`config.mk`:
```
export PLATFORM = sky130hd
export DESIGN_NAME = oam_dma_controller
export DESIGN_NICKNAME = d
export VERILOG_FILES = /design/src/rtl/ppu_pkg.sv /design/src/rtl/oam_dma_controller.sv
export SDC_FILE = /design/constraint.sdc
export NUM_CORES = 1
export LEC_CHECK = 0
export CAP_MARGIN = 40
export CORE_UTILIZATION = 43
export CTS_BUF_LIST = sky130_fd_sc_hd__clkbuf_8
export CTS_CLUSTER_DIAMETER = 80
export CTS_CLUSTER_SIZE = 12
export DETAILED_ROUTE_END_ITERATION = 6
export PLACE_DENSITY = 0.9
export SYNTH_ARGS = -nofsm -noshare
export SYNTH_HDL_FRONTEND = slang
export SYNTH_SLANG_ARGS = --single-unit
```
`constraint.sdc`:
```
create_clock -name clk -period 1.85 [get_ports clk]
set_input_delay 0.2775 -clock clk [delete_from_list [all_inputs] [get_ports clk]]
set_output_delay 0.2775 -clock clk [all_outputs]
set_load 0.03 [all_outputs]
```
`src/rtl/ppu_pkg.sv`:
```
// Shared PPU-side definitions: OAM DMA state encoding and the bus addresses
// the controller decodes and drives.
package ppu_pkg;

  typedef enum logic [2:0] {
    IDLE,
    HALT,
    ALIGN,
    READ,
    WRITE
  } dma_state_t;

  localparam logic [15:0] OAMDMA_ADDR  = 16'h4014;
  localparam logic [15:0] OAMDATA_ADDR = 16'h2004;

endpackage

```
`src/rtl/oam_dma_controller.sv`:
```
// Sprite (OAM) DMA engine: a CPU write to $4014 stalls the CPU and copies
// the 256 bytes of page $XX00-$XXFF into the PPU OAMDATA port one by one.
module oam_dma_controller
  import ppu_pkg::*;
(
  input  logic        clk,
  input  logic        rst,
  input  logic        clkEn,
  input  logic [15:0] cpuAddr,
  input  logic        cpuWrite,
  input  logic [7:0]  cpuData_IN,
  input  logic [7:0]  busData_IN,
  output logic        cpuHalt,
  output logic [15:0] dmaAddr,
  output logic        dmaReadWrite,
  output logic [7:0]  dmaData_OUT,
  output logic        oamData_EN,
  output logic        busy
);

  dma_state_t state_q, state_d;
  logic [7:0] page_q;
  logic [7:0] counter_q;
  logic [7:0] data_q;
  logic       parity_q;
  logic       trigger;

  assign trigger = (state_q == IDLE) && cpuWrite && (cpuAddr == OAMDMA_ADDR);

  // NOTE: sequential state uses non-blocking assignments so every register
  // samples the pre-edge values; blocking here would create order-dependent races.
  always_ff @(posedge clk or posedge rst) begin
    if (rst) begin
      state_q   <= IDLE;
      page_q    <= '0;
      counter_q <= '0;
      data_q    <= '0;
      parity_q  <= 1'b0;
    end else if (clkEn) begin
      parity_q <= ~parity_q;
      state_q  <= state_d;
      if (trigger) begin
        page_q    <= cpuData_IN;
        counter_q <= '0;
      end
      if (state_q == READ) begin
        data_q <= busData_IN;
      end
      if (state_q == WRITE) begin
        counter_q <= counter_q + 8'd1;
      end
    end
  end

  // NOTE: every output and next-state value gets a default first so no path
  // through the case leaves a signal unassigned, which would infer a latch.
  always_comb begin
    state_d      = state_q;
    cpuHalt      = 1'b1;
    busy         = 1'b1;
    dmaAddr      = '0;
    dmaReadWrite = 1'b1;
    dmaData_OUT  = '0;
    oamData_EN   = 1'b0;

    unique case (state_q)
      IDLE: begin
        cpuHalt = 1'b0;
        busy    = 1'b0;
        if (trigger) state_d = HALT;
      end
      // Reads must land on the cycle whose parity will be 0; parity flips at
      // the end of this cycle, so a current parity of 1 means we are aligned.
      HALT: begin
        state_d = parity_q ? READ : ALIGN;
      end
      ALIGN: begin
        state_d = READ;
      end
      READ: begin
        dmaAddr = {page_q, counter_q};
        state_d = WRITE;
      end
      WRITE: begin
        dmaAddr      = OAMDATA_ADDR;
        dmaReadWrite = 1'b0;
        dmaData_OUT  = data_q;
        oamData_EN   = 1'b1;
        state_d      = (counter_q == 8'hFF) ? IDLE : READ;
      end
      default: begin
        state_d = IDLE;
      end
    endcase
  end

endmodule

```
==> impl_results.html <==
<table>
<tr><th>Metric</th><th>Value</th></tr>
<tr><th colspan="2">Run status</th></tr>
<tr><td>Status</td><td>complete, no violations</td></tr>
<tr><th colspan="2">Synthesis</th></tr>
<tr><td>Most used flip-flop cell after synthesis</td><td>dfrtp_1</td></tr>
<tr><td>Share of the synthesized area in the top cell type</td><td>47.7%</td></tr>
<tr><td>List of most frequent post-synthesis cells</td><td>28 x dfrtp_1, 23 x and2_1, 15 x mux2_2</td></tr>
<tr><td>Combinational family with the most area after synthesis</td><td>simple AND/OR/NAND/NOR gates</td></tr>
<tr><td>Register bit count reported by yosys</td><td>28</td></tr>
<tr><td>Area fraction in compound gates after synthesis</td><td>8.43%</td></tr>
<tr><td>Post-synth cell types</td><td>34</td></tr>
<tr><td>Mean area per synthesized cell</td><td>10.9 um^2</td></tr>
<tr><td>Synthesized area</td><td>1470 um^2</td></tr>
<tr><td>Number of warning messages in the yosys log</td><td>0</td></tr>
<tr><td>Number of nets produced by synthesis</td><td>172</td></tr>
<tr><td>Post-Synth Adder-Cell Area</td><td>0.852%</td></tr>
<tr><td>Most frequent cell after synthesis</td><td>dfrtp_1</td></tr>
<tr><td>Simple-gate share of the synthesized area</td><td>25.8%</td></tr>
<tr><td>Syn Inst Count</td><td>135</td></tr>
<tr><td>Fraction of synthesized area in multiplexers</td><td>13.7%</td></tr>
<tr><td>Largest area contributor in the netlist</td><td>dfrtp_1</td></tr>
<tr><td>Parity-gate share of the synthesized area counting xor and xnor cells</td><td>0.596%</td></tr>
<tr><td>Synth async-reset ratio</td><td>100%</td></tr>
<tr><td>Share of synthesized area occupied by flip-flops and latches</td><td>47.7%</td></tr>
<tr><td>Number of enable flip-flop cells after synthesis</td><td>0</td></tr>
<tr><td>Dominant cells by area after synthesis</td><td>dfrtp_1 48%, mux2_2 11%, and2_1 9.8%</td></tr>
<tr><th colspan="2">Placed design</th></tr>
<tr><td>Quantity of I/O buffers inserted on ports</td><td>63</td></tr>
<tr><td>Estimated wirelength of the detail-placed design</td><td>2790 um</td></tr>
<tr><td>Dpl ws</td><td>-0.217 ns</td></tr>
<tr><td>Inst Count DP</td><td>247</td></tr>
<tr><td>Final weighted congestion of routability-driven global placement</td><td>0.765</td></tr>
<tr><th colspan="2">Timing</th></tr>
<tr><td>Worst slew slack as a fraction of its limit</td><td>76.2%</td></tr>
<tr><td>Post-route clock period utilization</td><td>96.4%</td></tr>
<tr><td>TNS Setup</td><td>0 ns</td></tr>
<tr><td>Final setup violation count</td><td>0</td></tr>
<tr><td>Transition time at the pin with the least slew margin</td><td>0.356 ns</td></tr>
<tr><td>Peak clock frequency supported by timing</td><td>0.561 GHz</td></tr>
<tr><td>Number of max-slew violations in the final report</td><td>0</td></tr>
<tr><td>Worst Skew</td><td>0.00304 ns</td></tr>
<tr><td>Time the final worst path needs with I/O delays and setup</td><td>1.78 ns</td></tr>
<tr><td>Worst setup slack after layout</td><td>0.0666 ns</td></tr>
<tr><td>Count of endpoints failing hold in the final timing report</td><td>0</td></tr>
<tr><td>Setup repair after global routing missed its margin</td><td>no</td></tr>
<tr><th colspan="2">Setup path</th></tr>
<tr><td>Source of the worst register-to-register timing path</td><td>state_q[2]</td></tr>
<tr><td>Crit path max fanout</td><td>8</td></tr>
<tr><td>Setup slack of the worst register-to-register path</td><td>0.09 ns</td></tr>
<tr><td>Crit path required time</td><td>1.57 ns</td></tr>
<tr><td>Startpoint types</td><td>register</td></tr>
<tr><td>Number of cell instances on the worst register-to-register path</td><td>4</td></tr>
<tr><td>Critical path class</td><td>register to output port</td></tr>
<tr><td>Endpoint of the lowest-slack register-to-register path</td><td>page_q[3]</td></tr>
<tr><td>Critical Path AT</td><td>1.51 ns</td></tr>
<tr><td>Sort of element at the end of the critical path</td><td>output port</td></tr>
<tr><th colspan="2">CTS</th></tr>
<tr><td>Number of buffers created by CTS</td><td>3</td></tr>
<tr><td>Clock-pin slew reported for the worst setup and hold paths after clock tree synthesis</td><td>0.09 ns</td></tr>
<tr><td>Clock insertion delay at the later pin of the skew report</td><td>0.27 ns</td></tr>
<tr><td>Number of clock sinks</td><td>28</td></tr>
<tr><td>Clock tree from TritonCTS</td><td>built</td></tr>
<tr><td>Post-cts gate resize count</td><td>4</td></tr>
<tr><td>Post-CTS Hold Fix Bufs</td><td>0</td></tr>
<tr><td>Max Buffers Root-to-Sink</td><td>2</td></tr>
<tr><td>Root Driver</td><td>clkbuf_8</td></tr>
<tr><td>H-Tree Depth</td><td>1</td></tr>
<tr><td>Post-CTS Setup Repair Bufs</td><td>0</td></tr>
<tr><th colspan="2">Detailed routing</th></tr>
<tr><td>Detail-routed net length per standard cell</td><td>14.3 um</td></tr>
<tr><td>Number of remaining DRC errors</td><td>0</td></tr>
<tr><td>First DRT Iteration DRCs</td><td>26</td></tr>
<tr><td>Average vias per placed instance</td><td>5.19</td></tr>
<tr><td>Remaining antenna violation count</td><td>0</td></tr>
<tr><td>Via count</td><td>1,302</td></tr>
<tr><td>Final Routed Wirelength</td><td>3580 um</td></tr>
<tr><td>First-pass DRT Iterations</td><td>5</td></tr>
<tr><th colspan="2">Global routing</th></tr>
<tr><td>Number of global-route vias before repair</td><td>1,324</td></tr>
<tr><td>Initial antenna violation count</td><td>0</td></tr>
<tr><td>Pin count of the biggest net entering global routing</td><td>29</td></tr>
<tr><td>Wire length of the first global-routing pass</td><td>5790 um</td></tr>
<tr><td>Overall overflow remaining after global route</td><td>0</td></tr>
<tr><td>Total Routing Usage GR</td><td>21.5%</td></tr>
<tr><th colspan="2">Floorplanning</th></tr>
<tr><td>DIE WIDTH</td><td>60.4 um</td></tr>
<tr><td>Die height</td><td>60.4 um</td></tr>
<tr><td>Core Footprint</td><td>3150 um^2</td></tr>
<tr><td>Number of ports placed on the die boundary</td><td>64</td></tr>
<tr><td>Initial core utilization</td><td>46.6%</td></tr>
<tr><td>Area of the die</td><td>3650 um^2</td></tr>
<tr><td>Number of cell rows</td><td>20</td></tr>
<tr><th colspan="2">Worst hold path</th></tr>
<tr><td>Worst Hold Class</td><td>primary input to async pin</td></tr>
<tr><th colspan="2">Layout</th></tr>
<tr><td>Proportion of layout cells with a drive suffix above 1</td><td>30.9%</td></tr>
<tr><td>ANT cells</td><td>0</td></tr>
<tr><td>Final net count</td><td>245</td></tr>
<tr><td>Non-Filler Instances</td><td>251</td></tr>
<tr><td>Area added between synthesis and finish</td><td>51.1%</td></tr>
<tr><th colspan="2">Pwr</th></tr>
<tr><td>Static leakage</td><td>1.08 nW</td></tr>
<tr><td>Power density relative to cell area</td><td>978 nW/um^2</td></tr>
<tr><td>Maximum ir drop on the vdd rail</td><td>0.000708 V</td></tr>
<tr><th colspan="2">Run</th></tr>
<tr><td>Number of max-cap violations</td><td>0</td></tr>
</table>
worst max-delay path by stage:
stage	startpoint	end	slack [ns]	depth (start not counted)
after floorplan	state_q[0]	dmaAddr[13]	0.07	4
after global placement	cpuAddr[9]	page_q[5]	-0.08	6
after detailed placement	cpuAddr[0]	page_q[3]	-0.22	6
after CTS	state_q[0]	dmaAddr[14]	0.007	5
after global routing	state_q[2]	dmaAddr[2]	0.005	6
final	state_q[0]	dmaAddr[14]	0.07	5
state kept, by name, summed over array words and instances, names as in the netlist:
| signal | flops |
|---|---|
| data_q | 8 |
| page_q | 8 |
| parity_q | 1 |
| counter_q | 8 |
| state_q | 3 |
cells in the final DEF, fill, tap and decap left out, types with 2 or more instances in the layout:
cell / instances
clkdlybuf4s50_1: 35
buf_4: 35
dfrtp_1: 27
and2_1: 23
mux2_2: 15
o21ai_0: 12
nand2_1: 11
o211ai_1: 6
inv_1: 4
clkbuf_8: 4
nand3_1: 3
nand4_1: 3
dlygate4sd2_1: 3
nor4b_2: 2
mux2_1: 2
through the flow:
| step | util (%) | cell area, um^2 | power, mW | hold WS (ns) |
|---|---|---|---|---|
| global placement | 68.1 | 2150 | 1.75 | 0.455 |
| CTS | 69.9 | 2200 | 2.17 | 0.374 |
| detailed placement | 68.1 | 2150 | 1.81 | 0.480 |
| finish | 70.4 | 2220 | 2.17 | 0.366 |
| global route | 70.4 | 2220 | 2.31 | 0.414 |
| floorplan | - | 1470 | 1.44 | 0.343 |
layout make-up:
| class | count | area [um^2] |
|---|---|---|
| multi-input cells | 97 | 742 |
| fillers | 240 | 933 |
| clock buffers | 4 | 55.1 |
| flip-flops and latches | 28 | 702 |
| well taps | 44 | 55.1 |
| inverters | 4 | 15.0 |
| repair buffers | 74 | 651 |
power breakdown:
group / total [mW] / switching (mW) / internal, mW
combinational: 0.901 / 0.443 / 0.458
clock: 0.372 / 0.182 / 0.190
sequential: 0.897 / 0.125 / 0.772
total: 2.17 / 0.749 / 1.42
critical path: stages (launching register included):
cell and delay [ns]:
dfrtp_1 0.43, buf_6 0.15, and3_4 0.18, buf_4 0.15
and2_1 0.16, buf_4 0.16
logic make-up after synthesis:
kind of cell	Yosys count
buf+inv	10
fa+ha+maj	1
compound gates	21
mux	18
xor+xnor	1
flops	28
simple gates	56
routing by layer:
layer,up-vias,wire [um],track usage (%)
li1,617,-,-
met1,619,1460,26.5
met2,62,1800,38.3
met3,4,278,4.26
met4,0,36,5.84
met5,-,0,0
Power figures use the tool's default switching activity.
